<file path="src/rtl/adder_seq_pkg.sv">
// Shared types and helpers for the slice-serial wide adder (adder_seq_ctrl).
package adder_seq_pkg;

  typedef enum logic [1:0] {
    IDLE = 2'd0,
    RUN  = 2'd1,
    DONE = 2'd2
  } state_t;

  // Width of the slice index counter; never narrower than one bit.
  function automatic int idx_w(input int slices);
    return (slices > 1) ? $clog2(slices) : 1;
  endfunction

endpackage

</file>
<file path="src/rtl/adder_n_bit.sv">
// N-bit ripple-carry adder slice, time-shared by adder_seq_ctrl.
module adder_n_bit #(
  parameter int N = 3
) (
  input  logic [N-1:0] a,
  input  logic [N-1:0] b,
  input  logic         cin,
  output logic [N-1:0] sum,
  output logic         cout
);

  always_comb begin : ripple
    logic c;
    c   = cin;
    sum = '0;
    for (int i = 0; i < N; i++) begin
      sum[i] = a[i] ^ b[i] ^ c;
      c      = (a[i] & b[i]) | (c & (a[i] ^ b[i]));
    end
    cout = c;
  end

endmodule

</file>
<file path="src/rtl/adder_seq_ctrl.sv">
// Wide adder that reuses one N-bit slice over SLICES cycles, valid/ready on both ends.
// Optional signed-overflow output res_ovf is enabled by defining ADDER_SEQ_OVF_EN.
module adder_seq_ctrl
  import adder_seq_pkg::*;
#(
  parameter int N      = 3,
  parameter int SLICES = 4
) (
  input  logic                  clk,
  input  logic                  rst_n,
  input  logic                  start_valid,
  output logic                  start_ready,
  input  logic [N*SLICES-1:0]   op_a,
  input  logic [N*SLICES-1:0]   op_b,
  input  logic                  op_cin,
  output logic                  res_valid,
  input  logic                  res_ready,
  output logic [N*SLICES-1:0]   res_sum,
  output logic                  res_cout,
`ifdef ADDER_SEQ_OVF_EN
  output logic                  res_ovf,
`endif
  output logic                  busy
);

  localparam int W  = N * SLICES;
  localparam int IW = idx_w(SLICES);
  localparam logic [IW-1:0] LAST_IDX = IW'(SLICES - 1);

  state_t          state_reg, state_next;
  logic [W-1:0]    a_reg, b_reg, sum_reg;
  logic            carry_reg, cout_reg;
  logic [IW-1:0]   idx_reg;
  logic [N-1:0]    slice_sum;
  logic            slice_cout;
  logic            last_slice;

  assign last_slice = (idx_reg == LAST_IDX);

  adder_n_bit #(.N(N)) u_slice (
    .a    (a_reg[N-1:0]),
    .b    (b_reg[N-1:0]),
    .cin  (carry_reg),
    .sum  (slice_sum),
    .cout (slice_cout)
  );

  always_ff @(posedge clk or negedge rst_n) begin
    if (!rst_n) state_reg <= IDLE;
    else        state_reg <= state_next;
  end

  always_comb begin
    state_next = state_reg;
    case (state_reg)
      IDLE:    if (start_valid) state_next = RUN;
      RUN:     if (last_slice)  state_next = DONE;
      DONE:    if (res_ready)   state_next = IDLE;
      default: state_next = IDLE;
    endcase
  end

  always_comb begin
    start_ready = (state_reg == IDLE);
    res_valid   = (state_reg == DONE);
    busy        = (state_reg == RUN) || (state_reg == DONE);
  end

  // Operands shift right so the active slice always sits in the low N bits.
  always_ff @(posedge clk or negedge rst_n) begin
    if (!rst_n) begin
      a_reg     <= '0;
      b_reg     <= '0;
      sum_reg   <= '0;
      carry_reg <= 1'b0;
      cout_reg  <= 1'b0;
      idx_reg   <= '0;
    end else begin
      case (state_reg)
        IDLE: begin
          if (start_valid) begin
            a_reg     <= op_a;
            b_reg     <= op_b;
            carry_reg <= op_cin;
            idx_reg   <= '0;
          end
        end
        RUN: begin
          sum_reg[idx_reg*N +: N] <= slice_sum;
          carry_reg <= slice_cout;
          a_reg     <= a_reg >> N;
          b_reg     <= b_reg >> N;
          idx_reg   <= last_slice ? '0 : idx_reg + 1'b1;
          if (last_slice) cout_reg <= slice_cout;
        end
        default: ;
      endcase
    end
  end

  assign res_sum  = sum_reg;
  assign res_cout = cout_reg;

`ifdef ADDER_SEQ_OVF_EN
  logic ovf_reg;

  // On the final slice the low N bits hold the operand MSB slice.
  always_ff @(posedge clk or negedge rst_n) begin
    if (!rst_n) begin
      ovf_reg <= 1'b0;
    end else if (state_reg == RUN && last_slice) begin
      ovf_reg <= (a_reg[N-1] == b_reg[N-1]) && (slice_sum[N-1] != a_reg[N-1]);
    end
  end

  assign res_ovf = ovf_reg;
`endif

endmodule

</file>
<file path="config.mk">
export PLATFORM = sky130hd
export DESIGN_NAME = adder_seq_ctrl
export DESIGN_NICKNAME = d
export VERILOG_FILES = /design/src/rtl/adder_seq_pkg.sv /design/src/rtl/adder_n_bit.sv /design/src/rtl/adder_seq_ctrl.sv
export SDC_FILE = /design/constraint.sdc
export NUM_CORES = 1
export LEC_CHECK = 0
export BUFFER_PORTS_ARGS = -buffer_cell sky130_fd_sc_hd__buf_4
export CAP_MARGIN = 10
export CORE_MARGIN = 1
export CORE_UTILIZATION = 45
export CTS_BUF_LIST = sky130_fd_sc_hd__clkbuf_4 sky130_fd_sc_hd__clkbuf_8 sky130_fd_sc_hd__clkbuf_16
export CTS_CLUSTER_DIAMETER = 60
export DETAILED_ROUTE_END_ITERATION = 7
export GPL_ROUTABILITY_DRIVEN = 0
export PLACE_DENSITY = 0.68
export SLEW_MARGIN = 20
export SYNTH_ARGS = -nofsm -noshare
export SYNTH_HDL_FRONTEND = slang
export SYNTH_SLANG_ARGS = --single-unit
export TNS_END_PERCENT = 20
</file>
<file path="constraint.sdc">
create_clock -name clk -period 2 [get_ports clk]
set_input_delay 0.4 -clock clk [delete_from_list [all_inputs] [get_ports clk]]
set_output_delay 0.4 -clock clk [all_outputs]
set_load 0.1 [all_outputs]
</file>
# Word level (Yosys, flattened, before mapping)
# Cells that the tools add are included.
# Widths: inputs -> output; s select.
[word_totals]
regBits = 42
input_bits = 29
output_inout_bits = 16
elab_cells = 53
[classes]
n_addsub = 2
n_mul = 1
eq_ne = 6
n_shift = 2
mux = 14
n_bitwise = 15
n_reduce_logical = 6
[ops]
columns = ["op", "n"]
rows = [
  ["$pmux 12 s2", 2],
  ["$neg 4->34", 1],
  ["$shift 3x34->12 const A", 1],
  ["$shiftx 3x34->12", 1],
  ["$mux 12", 2],
  ["$bwmux 12", 1],
  ["$mux 2", 5],
  ["$and 1x1->1", 6],
  ["$pmux 2 s3", 1],
  ["$xor 1x1->1", 6],
  ["$eq 2x2->1 const B", 2],
  ["$mul 2x2->4 const B", 1],
  ["$ne 2x2->1 const B", 2],
  ["$pmux 2 s2", 1],
  ["$reduce_and 2->1", 2],
  ["$or 1x1->1", 3],
  ["$reduce_and 3->1", 1],
  ["$add 2x1->2 const B", 1],
  ["$eq 2x1->1 const B", 1],
  ["$logic_not 2->1", 1],
  ["$ne 2x1->1 const B", 1],
  ["$pmux 1 s2", 1],
  ["$reduce_bool 2->1", 1],
  ["$logic_or 1x1->1", 1],
  ["$mux 1", 1],
]

# Logic depth before layout (Yosys ltp)
[depth]
depth_word = 8
mapped_depth = 7
mapped_depth_nobuf = 7

# Cells and area by module
# Synthesis repeated with hierarchy kept, for this count alone.
[hier_totals]
hier_cells = 203
area_unflattened_um2 = 2135.8
[modules_own_cells]
columns = ["mod", "instances", "cells_per_inst", "area_per_inst_um2"]
rows = [
  ["adder_seq_ctrl", 1, 190, 2038.2],
  ["adder_n_bit", 1, 13, 97.6],
]

# Worst setup path before layout
# No wires, ideal clock.
[synth_timing]
path_kind = "flip-flop to flip-flop"
start = "reg state_reg[0]"
end = "reg state_reg[0]"
setup_ns = 0.126
arrival_ns = 2.049
required_time_ns = 1.874
setup_slack_ns = -0.175
path_stages_with_launch = 6
path_buffers = 0
synth_period_minus_slack_ns = 2.175
cell_sequence = "dfrtp_1 inv_1 ha_1 nand2b_1 o211ai_1 mux2_2"
[synth_between]
elab_chain_cells = 3
[synth_rtl]
columns = ["item", "line_no", "rtl"]
rows = [
  ["start, declared", "adder_seq_ctrl.sv:30", "state_t state_reg, state_next;"],
  ["start signal, assigned", "adder_seq_ctrl.sv:50", "else state_reg <= state_next;"],
  ["$logic_not 2->1 (*)", "-", ""],
  ["named net start_ready", "adder_seq_ctrl.sv:12", "output logic start_ready,"],
  ["$ne 2x2->1 (no line)", "-", ""],
  ["$reduce_and 3->1 (no line)", "-", ""],
]
# Mark *: on every way through the listed nets, which the timed path passes. The rest lies on a longest branch.
# A chain may end at the register's enable or synchronous reset.

# Worst setup path after layout
[layout_timing]
start = "reg a_reg[0]"
end = "reg sum_reg[2], in the netlist res_sum[2]"
[layout_between]
elab_chain_cells = 8
[layout_rtl]
columns = ["item", "line_no", "rtl"]
rows = [
  ["start, declared", "adder_seq_ctrl.sv:31", "logic [W-1:0] a_reg, b_reg, sum_reg;"],
  ["start signal, assigned", "adder_seq_ctrl.sv:82", "a_reg <= op_a;"],
  ["start signal, assigned", "adder_seq_ctrl.sv:91", "a_reg <= a_reg >> N;"],
  ["$xor 1x1->1", "adder_n_bit.sv:17, adder_n_bit.sv:18", ""],
  ["$and 1x1->1", "adder_n_bit.sv:18", "c = (a[i] & b[i]) | (c & (a[i] ^ b[i]));"],
  ["$or 1x1->1", "adder_n_bit.sv:18", ""],
  ["$and 1x1->1", "adder_n_bit.sv:18", ""],
  ["$or 1x1->1", "adder_n_bit.sv:18", ""],
  ["$xor 1x1->1", "adder_n_bit.sv:17", "sum[i] = a[i] ^ b[i] ^ c;"],
  ["$shiftx 3x34->12 (*)", "adder_seq_ctrl.sv:89", "sum_reg[idx_reg*N +: N] <= slice_sum;"],
  ["$bwmux 12 (*)", "adder_seq_ctrl.sv:89", ""],
  ["end signal, assigned by index", "adder_seq_ctrl.sv:89", ""],
  ["end, declared", "adder_seq_ctrl.sv:31", ""],
]
# Every way passes the cells marked *; elsewhere a longest branch is shown, timed or not.

==> metrics.md <==
| Metric | Value |
|---|---|
| Asr flop ratio synth | 1.00 |
| Die height | 68.9 um |
| Most Crowded Layer GR | met2 |
| Critical path type | register to register |
| Die Wd | 68.9 um |
| Worst Path Buf+Inv | 2 |
| Clock tree from TritonCTS | done |
| Clock Skew | 4.35 ps |
| Yosys warnings | 0 |
| Max-Cap Viols | 0 |
| Hold Fails Final Rpt | 0 |
| Setup crit start kind | register |
| Antenna cells | 0 |
| Max Freq | 531 MHz |
| Min cycle time layout | between 1500 and 2000 ps |
| Area of the die | 0.00474 mm^2 |
| WL/cell | 13.0 um |
| Fin area | ~0.0025 mm^2 |
| R2R depth | 7 |
| Root buffer cell | clkbuf_8 |
| M3 GR Usage | 0.0559 |
| Post-Syn Area | 0.00201 mm^2 |
| DP Wirelength | 2.63 mm |
| Syn-to-layout area delta | 25.0% |
| Vias | 1423 |
| DRT iter0 DRCs | approximately 110 |
| Critical-path cell list | fa_1 -> inv_1 -> fa_1 -> inv_1 -> fa_2 -> nand2_1 -> o21ai_1 |
| CP peak stage delay | 560 ps |
| Clock Latency Late Sink | 290 ps |
| Seq/Total Area, Yosys | 0.522 |
| Core area | 0.00414 mm^2 |
| Slew Limit Fails | 0 |
| Worst EP arrival | 2100 ps |
| H-Tree Depth | 2 |
| Most frequent cells in the layout | 49 x buf_4, 42 x dfrtp_1, 41 x nand2_1 |
| Placed cell area | 0.00242 mm^2 |
| Slowest cell on crit path | fa_2 |
| Util after Layout | 0.607 |
| Status | complete, no violations |
| Clock sinks | 42 |
| Met1 Resource Use GR | 0.231 |
| Post-Syn Area per Cell | 10.8 um^2 |
| R2R Setup Slk | 120 ps |
| WP data required | 2220 ps |
| Setup TNS | 0 ps |
| Worst path depth | 7 |
| Filler cell count | 392 |
| Most common cell after layout, fill and taps aside | buf_4 |
| Main synth FF type | dfrtp_1 |
| # rows | 23 |
| Residual DRC | 0 |
| Worst min-delay path class | input pin to async pin |
| Clk slew on worst S/H paths | roughly 70 ps |
| Post-route ant nets | 0 |
| Drt first pass iters | 4 |
| Final setup viols | 0 |
| Gr usage total | 0.176 |
| Crit-path max FO | 4 |
| Via density | 4.99 |
| Port bufs | 44 |
| CTS Buffer Depth | 2 |
| Slew @ Worst Pin | 520 ps |
| Crit path capture type | register |
| WL final | 3.70 mm |
| Max transition margin | 0.653 |
| Share of cells above drive strength 1 | 0.272 |
| Largest net degree at the start of global routing | 53 |
| CTS Buf Count | 5 |
| Initial antenna violation count | 0 |
| Mapped Cells | roughly 190 |
| Unrepaired setup endpoints after global routing | false |
| I/O pin cnt | 45 |
| Mapped Nets | between 200 and 250 |
| EDFF count, synth | 0 |
| Fin crit share | 0.941 |
| Initial Util | 0.486 |
| Final nets | 276 |
| Overflow after GRT | 0 |
| Vias in the first global route | 1318 |
| Global-route wire length before repair | 5.92 mm |
| Post-synth cell types | 26 |
| Worst path top cell family by delay | adder cells |
| Post-synthesis register bit count | 42 |
| Met2 usage | 0.257 |
-- routing by layer --
metal  share of wire  wire, um
met5               0         0
met4           0.016        59
met3           0.051       190
met2            0.44      1620
met1            0.49      1820
-- worst register-to-register path, delay by kind of cell, from the launching register on --
kind / cells / cell delay [ps]
buffers and inverters: 2 / 130
adder cells (fa/ha/maj): 3 / 1130
AND/OR/NAND/NOR: 1 / 60
AO/OA/AOI/OAI: 1 / 110
flip-flops: 1 / 400
-- timing repair --
item / 4_1_cts / 5_1_grt
hold buffers: 0 / 0
resized for setup: 0 / 2
endpoints found under the hold margin: 0 / 0
buffers inserted: 0 / 1
endpoints found under the setup margin: 0 / 3
-- kinds of logic after synthesis --
kind of cell	after synthesis	share of synthesized area
and+or+nand+nor	50	0.109
buffers and inverters	18	0.0423
adders and majority gates	12	0.0858
muxes	22	0.113
DFF	42	0.522
AOI/OAI and AO/OA	42	0.128
-- cell type report --
| class | count | area (um^2) | share of cell area |
|---|---|---|---|
| Sequential cell | 42 | 1050 | 0.418 |
| Tap cell | 50 | 62.6 | 0.0249 |
| Inverter | 10 | 37.5 | 0.0149 |
| Multi-Input combinational cell | 126 | 892 | 0.355 |
| Clock buffer | 7 | 83.8 | 0.0333 |
| Timing Repair Buffer | 50 | 388 | 0.154 |
-- synth_stat cells, types with 3 or more instances --
cell type   n  area [um^2]
ha_1        9          113
o21ai_1     6         30.0
inv_1       9         33.8
fa_1        3         60.1
buf_2       3         15.0
mux2i_1    19          190
nand2_1    41          154
a22o_1     10         87.6
dfrtp_1    42         1050
o21ai_0    22          110
-- final timing paths --
check / end / startpoint
worst max register to register: res_sum[2] / a_reg[0]
min in group clk: b_reg[11] / op_b[11]
worst min register to register: a_reg[5] / a_reg[5]
max in group asynchronous: b_reg[7] / rst_n
worst max-delay path: res_sum[2] / a_reg[0]
worst min-delay path: res_sum[10] / rst_n
-- through the flow --
| stage | setup slack (ps) | instances | hold slack (ps) |
|---|---|---|---|
| 6_report | 117 | 285 | 73.5 |
| 3_3_place_gp | 105 | 277 | 419 |
| 4_1_cts | 74.0 | 284 | 96.2 |
| 3_5_place_dp | 87.2 | 277 | 418 |
| 2_1_floorplan | 161 | 186 | 104 |
| 5_1_grt | 1.37 | 285 | 118 |
Power is not shown: default switching activity piles up to over one toggle a cycle in this logic, so the estimate is an artifact.
